--- src/rtl/execute_mem_brtx.sv ---
//------------------------------------------------------------------------------
// execute_mem_brtx
//
// Branch record table for the memory execute stage. Each branch prediction
// (direction and target) is recorded under its branch ID. Up to NUM_BC
// resolved branches per cycle are compared against the recorded prediction.
// A wrong prediction produces a registered override with the corrected fetch
// address. Every accepted check produces an updated 2-bit saturating counter
// for the predictor. An entry is released once it has been checked.
//
// Ports
//   clk, resetn           clock (rising edge), asynchronous active-low reset
//   i_flush               invalidate every entry, suppress this cycle's checks
//   i_bp_*                prediction record: valid, bid, taken, hit, target
//   i_bc_*                per-channel check: valid, bid, pc, oldpattern,
//                         resolved taken, resolved target (channel k at
//                         [k*W +: W] of each flat bus)
//   o_bco_*               per-channel override: valid, bid, corrected target
//   o_bcu_*               per-channel pattern update: valid, pc, new pattern
//------------------------------------------------------------------------------
module execute_mem_brtx #(
   parameter int BID_W  = 4,
   parameter int IDX_W  = 3,
   parameter int NUM_BC = 2
) (
   input  logic                    clk,
   input  logic                    resetn,
   input  logic                    i_flush,
   input  logic                    i_bp_valid,
   input  logic [BID_W-1:0]        i_bp_bid,
   input  logic                    i_bp_taken,
   input  logic                    i_bp_hit,
   input  logic [31:0]             i_bp_target,
   input  logic [NUM_BC-1:0]       i_bc_valid,
   input  logic [NUM_BC*BID_W-1:0] i_bc_bid,
   input  logic [NUM_BC*32-1:0]    i_bc_pc,
   input  logic [NUM_BC*2-1:0]     i_bc_oldpattern,
   input  logic [NUM_BC-1:0]       i_bc_taken,
   input  logic [NUM_BC*32-1:0]    i_bc_target,
   output logic [NUM_BC-1:0]       o_bco_valid,
   output logic [NUM_BC*BID_W-1:0] o_bco_bid,
   output logic [NUM_BC*32-1:0]    o_bco_target,
   output logic [NUM_BC-1:0]       o_bcu_valid,
   output logic [NUM_BC*32-1:0]    o_bcu_pc,
   output logic [NUM_BC*2-1:0]     o_bcu_pattern
);

   localparam int DEPTH = 2 ** IDX_W;

   //---------------------------------------------------------------------------
   // Prediction input register stage
   //---------------------------------------------------------------------------
   logic              r_bp_valid_ir;
   logic [BID_W-1:0]  r_bp_bid_ir;
   logic              r_bp_taken_ir;
   logic [31:0]       r_bp_target_ir;
   logic [IDX_W-1:0]  w_wr_idx;

   // NOTE: sequential state uses non-blocking assignments so every register
   // samples pre-edge values regardless of process evaluation order.
   always_ff @(posedge clk or negedge resetn) begin
      if (!resetn) begin
         r_bp_valid_ir <= 1'b0;
      end else begin
         // A record arriving in a flush cycle belongs to the flushed path.
         r_bp_valid_ir <= i_bp_valid & ~i_flush;
      end
   end

   // A BTB miss records the branch as not-taken.
   always_ff @(posedge clk) begin
      r_bp_bid_ir    <= i_bp_bid;
      r_bp_taken_ir  <= i_bp_taken & i_bp_hit;
      r_bp_target_ir <= i_bp_target;
   end

   assign w_wr_idx = r_bp_bid_ir[IDX_W-1:0];

   //---------------------------------------------------------------------------
   // Table storage
   //---------------------------------------------------------------------------
   logic [DEPTH-1:0]  r_valid;
   logic [DEPTH-1:0]  w_valid_nxt;
   logic [BID_W-1:0]  r_tag    [DEPTH];
   logic [DEPTH-1:0]  r_taken;
   logic [31:0]       r_target [DEPTH];

   // NOTE: the data arrays carry no reset; an entry's fields are only ever
   // read when its valid bit is set, and that bit is reset.
   always_ff @(posedge clk) begin
      if (r_bp_valid_ir) begin
         r_tag[w_wr_idx]    <= r_bp_bid_ir;
         r_taken[w_wr_idx]  <= r_bp_taken_ir;
         r_target[w_wr_idx] <= r_bp_target_ir;
      end
   end

   //---------------------------------------------------------------------------
   // Per-channel lookup, mismatch detection and response formation
   //---------------------------------------------------------------------------
   logic [NUM_BC-1:0]       w_release;
   logic [NUM_BC*IDX_W-1:0] w_bc_idx;
   logic [NUM_BC-1:0]       w_mismatch;
   logic [NUM_BC*32-1:0]    w_corr_target;
   logic [NUM_BC*2-1:0]     w_new_pattern;

   for (genvar k = 0; k < NUM_BC; k++) begin : g_chan
      logic [BID_W-1:0] w_bid;
      logic [IDX_W-1:0] w_idx;
      logic             w_fwd;
      logic             w_view_valid;
      logic [BID_W-1:0] w_view_tag;
      logic             w_view_taken;
      logic [31:0]      w_view_target;
      logic             w_hit;
      logic             w_pred_taken;
      logic             w_taken;
      logic [31:0]      w_target;
      logic [31:0]      w_pc;
      logic [1:0]       w_old;

      assign w_bid    = i_bc_bid[k*BID_W +: BID_W];
      assign w_idx    = w_bid[IDX_W-1:0];
      assign w_taken  = i_bc_taken[k];
      assign w_target = i_bc_target[k*32 +: 32];
      assign w_pc     = i_bc_pc[k*32 +: 32];
      assign w_old    = i_bc_oldpattern[k*2 +: 2];

      // A record still sitting in the input stage is not yet in the table;
      // forward it so a check one cycle after the record already sees it.
      assign w_fwd         = r_bp_valid_ir && (w_wr_idx == w_idx);
      assign w_view_valid  = w_fwd ? 1'b1           : r_valid[w_idx];
      assign w_view_tag    = w_fwd ? r_bp_bid_ir    : r_tag[w_idx];
      assign w_view_taken  = w_fwd ? r_bp_taken_ir  : r_taken[w_idx];
      assign w_view_target = w_fwd ? r_bp_target_ir : r_target[w_idx];

      assign w_hit        = w_view_valid && (w_view_tag == w_bid);
      // An untracked branch was fetched sequentially, i.e. predicted not-taken.
      assign w_pred_taken = w_hit & w_view_taken;

      assign w_mismatch[k] = (w_taken != w_pred_taken) |
                             (w_taken & w_pred_taken & (w_target != w_view_target));

      assign w_release[k]             = i_bc_valid[k] & w_hit;
      assign w_bc_idx[k*IDX_W +: IDX_W] = w_idx;

      // Not-taken resumes after the branch and its delay slot.
      assign w_corr_target[k*32 +: 32] = w_taken ? w_target : (w_pc + 32'd8);

      assign w_new_pattern[k*2 +: 2] =
         w_taken ? ((w_old == 2'd3) ? 2'd3 : (w_old + 2'd1))
                 : ((w_old == 2'd0) ? 2'd0 : (w_old - 2'd1));
   end

   //---------------------------------------------------------------------------
   // Valid-bit update: release, then write (write wins), then flush (wins all)
   //---------------------------------------------------------------------------
   // NOTE: the default assignment first keeps this block free of latches.
   always_comb begin
      w_valid_nxt = r_valid;
      for (int k = 0; k < NUM_BC; k++) begin
         if (w_release[k]) begin
            w_valid_nxt[w_bc_idx[k*IDX_W +: IDX_W]] = 1'b0;
         end
      end
      if (r_bp_valid_ir) begin
         w_valid_nxt[w_wr_idx] = 1'b1;
      end
      if (i_flush) begin
         w_valid_nxt = '0;
      end
   end

   always_ff @(posedge clk or negedge resetn) begin
      if (!resetn) begin
         r_valid <= '0;
      end else begin
         r_valid <= w_valid_nxt;
      end
   end

   //---------------------------------------------------------------------------
   // Registered outputs; data fields follow the inputs every cycle and are
   // qualified by the valid strobes.
   //---------------------------------------------------------------------------
   always_ff @(posedge clk or negedge resetn) begin
      if (!resetn) begin
         o_bco_valid   <= '0;
         o_bco_bid     <= '0;
         o_bco_target  <= '0;
         o_bcu_valid   <= '0;
         o_bcu_pc      <= '0;
         o_bcu_pattern <= '0;
      end else begin
         o_bco_valid   <= i_bc_valid & w_mismatch & {NUM_BC{~i_flush}};
         o_bco_bid     <= i_bc_bid;
         o_bco_target  <= w_corr_target;
         o_bcu_valid   <= i_bc_valid & {NUM_BC{~i_flush}};
         o_bcu_pc      <= i_bc_pc;
         o_bcu_pattern <= w_new_pattern;
      end
   end

endmodule

--- config.mk ---
export PLATFORM = sky130hd
export DESIGN_NAME = execute_mem_brtx
export DESIGN_NICKNAME = d
export VERILOG_FILES = /design/src/rtl/execute_mem_brtx.sv
export SDC_FILE = /design/constraint.sdc
export NUM_CORES = 1
export LEC_CHECK = 0
export ABC_CLOCK_PERIOD_IN_PS = 5700
export CAP_MARGIN = 20
export CORE_MARGIN = 1
export CORE_UTILIZATION = 54
export DETAILED_ROUTE_END_ITERATION = 10
export GPL_ROUTABILITY_DRIVEN = 0
export PLACE_DENSITY_LB_ADDON = 0.2
export SETUP_SLACK_MARGIN = 0.15
export SLEW_MARGIN = 15
export SYNTH_ARGS = -nofsm -noshare
export SYNTH_HDL_FRONTEND = slang
export SYNTH_SLANG_ARGS = --single-unit
export TNS_END_PERCENT = 10
--- constraint.sdc ---
create_clock -name clk -period 5.7 [get_ports clk]
set_input_delay 1.14 -clock clk [delete_from_list [all_inputs] [get_ports clk]]
set_output_delay 1.14 -clock clk [all_outputs]
set_load 0.03 [all_outputs]
==> results.cfg, run 1 <==
[cts]
cts.sinks = 486
cts_buffer_depth = 3
hold_buffers = 0
numCtsBuffers = 49
clock_latency_ps = 590
cts_setup_buffers = 0
cts_resized = 0
root_buffer = clkbuf_16
clkTransAtPathRegs_ps = 60
cts_tree = built
cts_htree_levels = 2

[route]
drt-vias-per-instance = 6.110
drt_iter0_drc = 1583
dr.pass1.iters = 5
wl_per_cell_um = 25.46
routed-via-count = 14700
drc = 0
drt-total-wl_mm = 61.27
drtAntennaViolNets = 0

[outcome]
status = finished clean

[critical_path]
cpMaxStageDelayCell = a2111oi_1
r2r_end = o_bco_valid[1]$_DFF_PN0_
worst-r2r-cell-count = 10
crit_family = compound AO/OA/AOI/OAI gates
cp.arrival_ps = 4580
cpPeakStageDelay_ps = 710
r2r-start = r_bp_bid_ir[0]$_DFF_P_
worstPathMaxFanout = 59
start_kind = input port
critical_path_class = in2reg
cp.required_ps = 6170
crit_buf_inv = 2
cp_common_cell = a21oi_1
crit_cells = 12
path_cells = buf_6, inv_1, o311ai_0, nand3_1, a2111oi_1, nor2b_1, a21oi_1, a211oi_1, ha_1, or3_1, nor4_1, a21oi_1
cp-end-kind = flop
rrSetupSlack_ps = 1870

[global_route]
gr-total-overflow = 0
grt.total_usage_pct = 30.12
grt_pass1_wl_mm = 91.14
use_met2_pct = 49.16
met3_usage_pct = 6.774
grt_pass1_vias = 14690
top_usage_layer = met2
antenna_found_initial = 0
grt_max_degree = 154
met1_usage_pct = 39.32

[logic_synthesis]
synth_common_cells = edfxtp_1 (296), dfrtp_1 (153), nand2_1 (123)
synth_fp_nets = 1708
ys_seq_elements = 486
seq_area_frac_synth_pct = 61.93
syn-cell-area_um2 = 21730
synth.most_common_cell = edfxtp_1
syn_inst = 1518
dominantRegCellSynth = edfxtp_1
synth_edf_count = 296
synth_area_leaders = edfxtp_1 (41%), dfrtp_1 (18%), mux4_2 (8.7%)
async_flop_share_pct = 31.48
yosys_warnings = 0
synth_area_per_cell_um2 = 14.32
synth_area_leader_cell = edfxtp_1
synth_top_area_share_pct = 40.90
ys_types = 57

[layout]
final_core_util_pct = 68.06
final_cells = 2406
area_delta_synth_final_pct = 24.43
nets = 2030
n_antenna_cell = 0
drive_gt1_share_pct = 12.44

[die]
fp.coreArea_um2 = 39730
start_util_pct = 54.69
die_w_um = 202.6
fp.dieH_um = 202.6
ioPinCount = 330
rows = 73
die_area_um2 = 41050

[hold_path]
hold_class = reg2reg
whs_endpoint = r_target[1][26]$_DFFE_PP_
holdPathStages = 0
hp-start = r_bp_target_ir[26]$_DFF_P_

[power_and_ir_drop]
power_frac_clock_pct = 38.2
power_leakage_nw = 9.944
p_sw_w = 0.002007
swShare_pct = 24.79
powerDensity_nw_per_um2 = 299.4
p_int_w = 0.006088
pwr-share-comb_pct = 13.0
sequentialPowerShare_pct = 48.8
vdd_ir_drop_max_mv = 0.2654

[timing]
timing.setup.tns_ps = 0
finalSetupViolCount = 0
rsz0062_at_grt = no
tightest_slew_ps = 991.7
fmax_mhz = 243.1
relSlewSlack_pct = 33.80
min_period_over_period_pct = 72.17
finClkSkew_ps = 11.50
hold_viol = 0
finalMaxSlewViolations = 0
period_needed_ps = 4114

[job]
max-cap-violations = 0

[placed_design]
place_inst = 2314
hpwl_mm = 39.77
io_buffers = 329
layer usage:
metal / wire, µm / part of all wire [%]
met3: 5886 / 9.6
met1: 23180 / 38
met4: 2225 / 3.6
met5: 0 / 0
met2: 29980 / 49
flip-flops by register name (all words and copies together), names as in the netlist, 2 cells and up:
name	count
r_taken	8
o_bco_bid	8
r_target	256
o_bco_valid	2
r_bp_bid_ir	4
o_bco_target	64
o_bcu_pattern	4
o_bcu_valid	2
r_tag	32
r_valid	8
r_bp_target_ir	32
o_bcu_pc	64
metrics by stage:
| step | total power [W] | hold WS, ps | worst slack, ps | cell area, µm² |
|---|---|---|---|---|
| global placement | 0.005049 | 573.3 | 1032 | 25500 |
| floorplan | 0.004557 | 518.7 | 1636 | 21730 |
| CTS | 0.008143 | 589.9 | 1576 | 27040 |
| finish | 0.008095 | 589.7 | 1586 | 27040 |
| global route | 0.008353 | 623.0 | 1315 | 27040 |
| detailed placement | 0.005067 | 587.2 | 964.2 | 25500 |
kinds of logic (layout without fill, tap and decap cells):
logic type      Yosys count  count (layout)  share of synthesized area [%]
compound gates          217             217                          6.310
buf+inv                 105             468                          2.309
xor+xnor                124             124                          4.998
flops                   486             486                          61.93
mux                     240             240                          16.59
simple gates            338             338                          7.445
fa+ha+maj                 8               8                         0.4146
cell type report:
| class | instances | area, µm² |
|---|---|---|
| Sequential cell | 486 | 13460 |
| Fill cell | 2747 | 12690 |
| Multi-Input combinational cell | 927 | 7801 |
| Timing Repair Buffer | 359 | 3522 |
| Clock buffer | 66 | 1353 |
| Tap cell | 525 | 656.9 |
| Clock inverter | 26 | 185.2 |
| Inverter | 17 | 63.81 |
power by group through the flow:
stage / Clock [W] / Sequential [W] / Combinational, W
CTS: 0.00314 / 0.00395 / 0.00106
finish: 0.00309 / 0.00395 / 0.00106
detailed placement: 0 / 0.00402 / 0.00105
global placement: 0 / 0.00401 / 0.00104
global route: 0.00328 / 0.00396 / 0.00112
floorplan: 0 / 0.00413 / 0.000428
worst max-delay path by stage:
stage | from | endpoint | slack (ps)
after floorplan | r_bp_bid_ir[0]$_DFF_P_ | r_tag[3][0]$_DFFE_PP_ | 1640
after global placement | i_bc_bid[4] | o_bco_valid[1]$_DFF_PN0_ | 1030
after detailed placement | i_bc_bid[4] | o_bco_valid[1]$_DFF_PN0_ | 960
after CTS | i_bc_bid[4] | o_bco_valid[1]$_DFF_PN0_ | 1580
after global routing | i_bc_bid[4] | o_bco_valid[1]$_DFF_PN0_ | 1320
final | i_bc_bid[4] | o_bco_valid[1]$_DFF_PN0_ | 1590
cell usage in the layout (no fill, tap or decap), types with 9 or more instances in the layout:
cell             Yosys  layout
mux2i_1            118     118
nor4_1              10      10
and3_1              17      17
buf_4                9      28
a22oi_1             29      29
clkbuf_16            0      51
nand4_1             27      27
nand3_1             50      50
clkinv_1             0       9
inv_1               16      16
nor3_1              13      11
nor2_1              52      50
nand2_1            123     123
o22ai_1              9       9
a221oi_1            18      18
xnor2_1             44      44
xor2_1              80      80
clkbuf_1            41      13
nand2b_1            15      15
dfrtp_1            153     153
edfxtp_1           296     296
o21ai_0             96      96
mux4_2              84      84
clkdlybuf4s50_1      0     321
a21oi_1             19      19
mux2_2              31      31
dfxtp_1             37      37
Note: power is estimated with default switching activity, not from simulation.
==> run 2: changes to the inputs <==
ABC_CLOCK_PERIOD_IN_PS = 3800   (was 5700)
clock period = 3.8 ns   (was 5.7 ns; I/O delays follow)
==> run 2 against run 1 <==
  * Critical path depth increased by 1
  * Global-route usage increased by 0.66 points
  * First-iteration DRC count increased by 10%
  * Worst hold slack got worse by 370 ps
  * Clock power increased by 62%
  * Critical path type is now reg2reg
==> results.cfg, run 2 (synthesis gave the netlist of run 1 again) <==
[outcome]
status = finished clean

[layout]
final_cell_mix = clkdlybuf4s50_1 (321), edfxtp_1 (296), dfrtp_1 (153)
reg.largest.list = r_target x256, o_bco_target x64, o_bcu_pc x64
final_common_cell = clkdlybuf4s50_1
largest_reg_flops = 256
regArea_um2 = 13460
top_register = r_target
n_antenna_cell = 0
drive_gt1_share_pct = 15.06
final_core_util_pct = 69.52
multiInputGateArea_um2 = 7807
nFillCells = 2711
fin_area_um2 = 27620
nets = 2075
area_delta_synth_final_pct = 27.10

[timing]
fmax_mhz = 307.6
relSlewSlack_pct = 44.92
rsz0062_at_grt = no
tightest_slew_ps = 819.2
timing.setup.tns_ps = 0
finalSetupViolCount = 0
finalMaxSlewViolations = 0
min_period_over_period_pct = 85.56
finClkSkew_ps = 18.08
hold_viol = 0
period_needed_ps = 3251

[placed_design]
io_buffers = 329
dpl-instance-area_um2 = 25950
hpwl_mm = 42.06

[die]
ioPinCount = 330
start_util_pct = 54.69
die_area_um2 = 41050
die_w_um = 202.6
fp.dieH_um = 202.6
fp.coreArea_um2 = 39730
rows = 73

[job]
max-cap-violations = 0

[global_route]
grt_pass1_vias = 14720
grt_pass1_wl_mm = 92.69
use_met2_pct = 51.42
met1_usage_pct = 40.13
antenna_found_initial = 0
grt_max_degree = 80
grt.total_usage_pct = 30.78
top_usage_layer = met2
met3_usage_pct = 5.955
gr-total-overflow = 0

[critical_path]
cp.arrival_ps = 3700
worst-r2r-cell-count = 13
crit_buf_inv = 3
r2r_end = o_bco_valid[1]$_DFF_PN0_
r2r-start = r_valid[3]$_DFF_PN0_
worstPathMaxFanout = 4
cpMaxStageDelayCell = a2111oi_1
cpPeakStageDelay_ps = 440
start_kind = flop
critical_path_class = reg2reg
cp-end-kind = flop
path_cells = inv_1, o311ai_0, nand3_1, a2111oi_1, buf_4, nor2b_1, a21oi_1, a211oi_1, buf_4, ha_1, or3_1, nor4_1, a21oi_1
crit_family = compound AO/OA/AOI/OAI gates
cp.required_ps = 4250
rrSetupSlack_ps = 550

[power_and_ir_drop]
power_leakage_nw = 10.28
vdd_ir_drop_max_mv = 0.3542
powerDensity_nw_per_um2 = 455.5

[route]
drtAntennaViolNets = 0
drc = 0
drt-vias-per-instance = 6.159
routed-via-count = 15100
dr.pass1.iters = 9
drt_iter0_drc = 1747
wl_per_cell_um = 25.80
drt-total-wl_mm = 63.25

[hold_path]
hold_class = in2async

[cts]
numCtsBuffers = 49
cts_setup_buffers = 0
root_buffer = clkbuf_16
cts_htree_levels = 2
cts_buffer_depth = 3
cts_tree = built
cts.sinks = 486
clkTransAtPathRegs_ps = 60
hold_buffers = 0
clock_latency_ps = 600
cts_resized = 0
-- run 2: layout make-up --
class                           instances  area share [%]
Clock buffer                           57           4.775
Inverter                               17          0.2310
Sequential cell                       486           48.72
Clock inverter                         35           1.287
Timing Repair Buffer                  404           14.34
Multi-Input combinational cell        927           28.27
Tap cell                              525           2.378
-- run 2: metal layers --
layer | share of wire, % | wire length, µm | vias up
met5 | 0 | 0 | -
li1 | - | - | 6522
met1 | 38 | 23770 | 7521
met2 | 49 | 30970 | 898
met4 | 3.5 | 2240 | 0
met3 | 9.9 | 6264 | 155
-- run 2: worst max-delay path by stage --
stage / from / endpoint / slack, ps / depth (start not counted)
global route: r_valid[2]$_DFF_PN0_ / o_bco_valid[1]$_DFF_PN0_ / 220 / 13
detailed placement: i_bc_bid[5] / o_bco_valid[1]$_DFF_PN0_ / 30 / 12
floorplan: r_bp_bid_ir[1]$_DFF_P_ / r_tag[2][0]$_DFFE_PP_ / 120 / 2
CTS: r_valid[3]$_DFF_PN0_ / o_bco_valid[1]$_DFF_PN0_ / 600 / 13
global placement: i_bc_bid[5] / o_bco_valid[1]$_DFF_PN0_ / 50 / 13
finish: r_valid[3]$_DFF_PN0_ / o_bco_valid[1]$_DFF_PN0_ / 550 / 13
-- run 2: power breakdown --
part / internal, W / total [W] / leakage (nW) / switching, W
Clock: 0.00296 / 0.00500 / 0.833 / 0.00204
Sequential: 0.00580 / 0.00592 / 4.80 / 0.000118
Combinational: 0.000744 / 0.00166 / 4.64 / 0.000917
Total: 0.00950 / 0.0126 / 10.3 / 0.00308
-- run 2: through the flow --
step | power (W) | hold slack, ps | cells | setup slack [ps]
global route | 0.01293 | 281.5 | 2451 | 217.3
floorplan | 0.006835 | 464.4 | 1518 | 120.5
CTS | 0.01262 | 238.9 | 2451 | 599.2
detailed placement | 0.007665 | 582.1 | 2359 | 33.26
global placement | 0.007640 | 577.3 | 2359 | 54.63
finish | 0.01258 | 222.3 | 2451 | 548.7
==> edit (config.mk and constraints of run 1) <==
Put one more register stage on the output `o_bco_bid`, without a reset. The value now appears one clock later. The other outputs are not delayed to match.
--- a/src/rtl/execute_mem_brtx.sv
+++ b/src/rtl/execute_mem_brtx.sv
@@ -49,2 +49,4 @@
 
+   logic [NUM_BC*BID_W-1:0] o_bco_bid_s0;
+
    //---------------------------------------------------------------------------
@@ -188,3 +190,3 @@
          o_bco_valid   <= '0;
-         o_bco_bid     <= '0;
+         o_bco_bid_s0  <= '0;
          o_bco_target  <= '0;
@@ -195,3 +197,3 @@
          o_bco_valid   <= i_bc_valid & w_mismatch & {NUM_BC{~i_flush}};
-         o_bco_bid     <= i_bc_bid;
+         o_bco_bid_s0  <= i_bc_bid;
          o_bco_target  <= w_corr_target;
@@ -203,2 +205,6 @@
 
+   always_ff @(posedge clk) begin
+      o_bco_bid <= o_bco_bid_s0;
+   end
+
 endmodule
Formal check against the unedited RTL: not equivalent (Yosys sat finds a counterexample within 4 cycles, from zero or initial values and one cycle with resetn low).
==> edit against run 1 <==
Count of clock-buffer cells in the layout increased by 9. Routed wire length grew 2.1%. Clock skew grew 0.0057 ns. Area after synthesis up 0.74%. First-iteration DRC count down 2.8%. Cell area up 1.2%. Die area is 0.73% higher. Setup slack worse by 0.13 ns. Total power is 3.6% higher. Sequential cell count up 8. Critical path type unchanged. Highest routed layer unchanged.
==> edit: results (changes against run 1) <==
[outcome]
status = complete, no violations  ; unchanged

[timing]
fmax_mhz = 235  ; was 243 MHz
tightest_slew_ns = 0.932  ; was 0.992 ns
setup_viol = 0  ; unchanged
skew_ns = 0.0172  ; was 0.0115 ns

[layout]
layout-drive-gt1-share_pct = 12.9  ; was 12.4%
top_regs = r_target (256), o_bco_target (64), o_bcu_pc (64)  ; unchanged
layout.nets = 2041  ; was 2030
fin_cells = 2417  ; was 2406
diodes = 0  ; unchanged

[clock_network]
cts_resized = 0  ; unchanged
cts_setup_buffers = 0  ; unchanged
cts_root_buf = clkbuf_16  ; unchanged
cts-htree-levels = 2  ; unchanged
numCtsBuffers = 50  ; was 49
clk_latency_ns = 0.60
path_clk_slew_ns = 0.06  ; about the same
cts_buffer_depth = 3  ; unchanged

[synthesis]
synthArstFlopShare_pct = 31.0  ; was 31.5%
netlist-cell-type-count = 57  ; unchanged
yosys_warnings = 0  ; unchanged
netlist_instances = 1526  ; was 1518
netlist_top_cells_count = 296 x edfxtp_1, 153 x dfrtp_1, 123 x nand2_1, 118 x mux2i_1, 96 x o21ai_0  ; unchanged
synthTopCellsByArea = edfxtp_1 41%, dfrtp_1 17%, mux4_2 8.6%  ; was edfxtp_1 41%, dfrtp_1 18%, mux4_2 8.7%
syn_nets = 1716  ; was 1708
ys_seq_area_share_pct = 62.2  ; was 61.9%
ys.flop_type = edfxtp_1  ; unchanged
synth_edf_count = 296  ; unchanged

[placed_design]
port_buffers = 329  ; unchanged
dp_hpwl_mm = 41.1  ; was 39.8 mm
dp_slack_ns = 0.945  ; was 0.964 ns
dp_cells = 2324  ; was 2314
placed_area_um2 = 25700  ; was 25500 um2

[hold_path]
hp-class = flop to flop  ; unchanged

[setup_path]
r2r_end = o_bco_valid[0]$_DFF_PN0_  ; was o_bco_valid[1]$_DFF_PN0_
arrival_ns = 4.71  ; was 4.58 ns
rrSetupSlack_ns = 1.76  ; was 1.87 ns
crit_path_start = i_bc_bid[5]  ; was i_bc_bid[4]
r2r_start = r_bp_bid_ir[2]$_DFF_P_  ; was r_bp_bid_ir[0]$_DFF_P_
reg2reg_depth = 8  ; was 10
crit_end = o_bco_valid[1]$_DFF_PN0_  ; unchanged
crit_type = input port to flop  ; unchanged
path_max_fanout = 19  ; was 59

[global_routing]
grt_max_degree = 126  ; was 154
grt_pass1_wl_mm = 93.1  ; was 91.1 mm
track_usage_pct = 30.7  ; was 30.1%
antenna_found_initial = 0  ; unchanged

[power]
p_leak_nw = 10.1  ; was 9.94 nW
ir_drop_uv = 216  ; was 265 uV
p_sw_share_pct = 24.3  ; was 24.8%

[detailed_routing]
drtIter0Drc = 1538  ; was 1583
routed_wirelength_mm = 62.6  ; was 61.3 mm
drtPass1Iterations = 5  ; unchanged
vias = 14900  ; was 14700

edit: changes by cell type after synthesis, sizes merged:
cell / change
dfxtp: +8
edit: cell type report:
| cell class | count | area, um2 |
|---|---|---|
| clock buffer | 75 | 1500 |
| clock inverter | 18 | 171 |
| sequential | 494 | 13600 |
| tap | 525 | 657 |
| multi-input combinational | 927 | 7800 |
| timing repair buffer | 361 | 3550 |
| fill | 2836 | 12500 |
| inverter | 17 | 63.8 |
edit: how the worst min path moves through the flow:
stage,start,end,slack [ns],cells after the start
floorplan,o_bco_bid_s0[0]$_DFF_PN0_,o_bco_bid[0]$_DFF_P_,0.32,0
global placement,o_bco_bid_s0[3]$_DFF_PN0_,o_bco_bid[3]$_DFF_P_,0.32,0
detailed placement,o_bco_bid_s0[3]$_DFF_PN0_,o_bco_bid[3]$_DFF_P_,0.33,0
CTS,o_bco_bid_s0[3]$_DFF_PN0_,o_bco_bid[3]$_DFF_P_,0.34,0
global route,o_bco_bid_s0[1]$_DFF_PN0_,o_bco_bid[1]$_DFF_P_,0.35,0
finish,o_bco_bid_s0[3]$_DFF_PN0_,o_bco_bid[3]$_DFF_P_,0.34,0
edit: cells by family after synthesis:
group	count (synthesis)	share of synthesized area, %
DFF	494	62.2
AOI/OAI and AO/OA	217	6.26
and+or+nand+nor	338	7.39
xor gates and xnor gates	124	4.96
adders and majority gates	8	0.412
muxes	240	16.5
buffers and inverters	105	2.29
edit: power groups by stage:
stage	combinational (mW)	sequential (mW)	clock (mW)
after floorplan	0.428	4.19	0
after global placement	1.03	4.07	0
after detailed placement	1.04	4.08	0
after CTS	1.05	4.01	3.37
after global routing	1.11	4.02	3.52
final	1.05	4.01	3.33
edit: per-layer routing:
metal,GRT usage (%),routed length (um)
met3,6.74,6110
met1,41.6,24400
met4,10.4,1900
met2,49.2,30200
met5,0,0
edit: worst max-delay path: stages:
cell	delay (ns)
clkdlybuf4s50_1	0.61
buf_4	0.28
nor2b_1	0.18
buf_4	0.37
a22oi_1	0.16
o211ai_1	0.12
o21ai_0	0.19
xnor2_1	0.19
o211ai_1	0.12
a211oi_1	0.34
ha_1	0.33
or3_1	0.38
nor4_1	0.19
a21oi_1	0.11
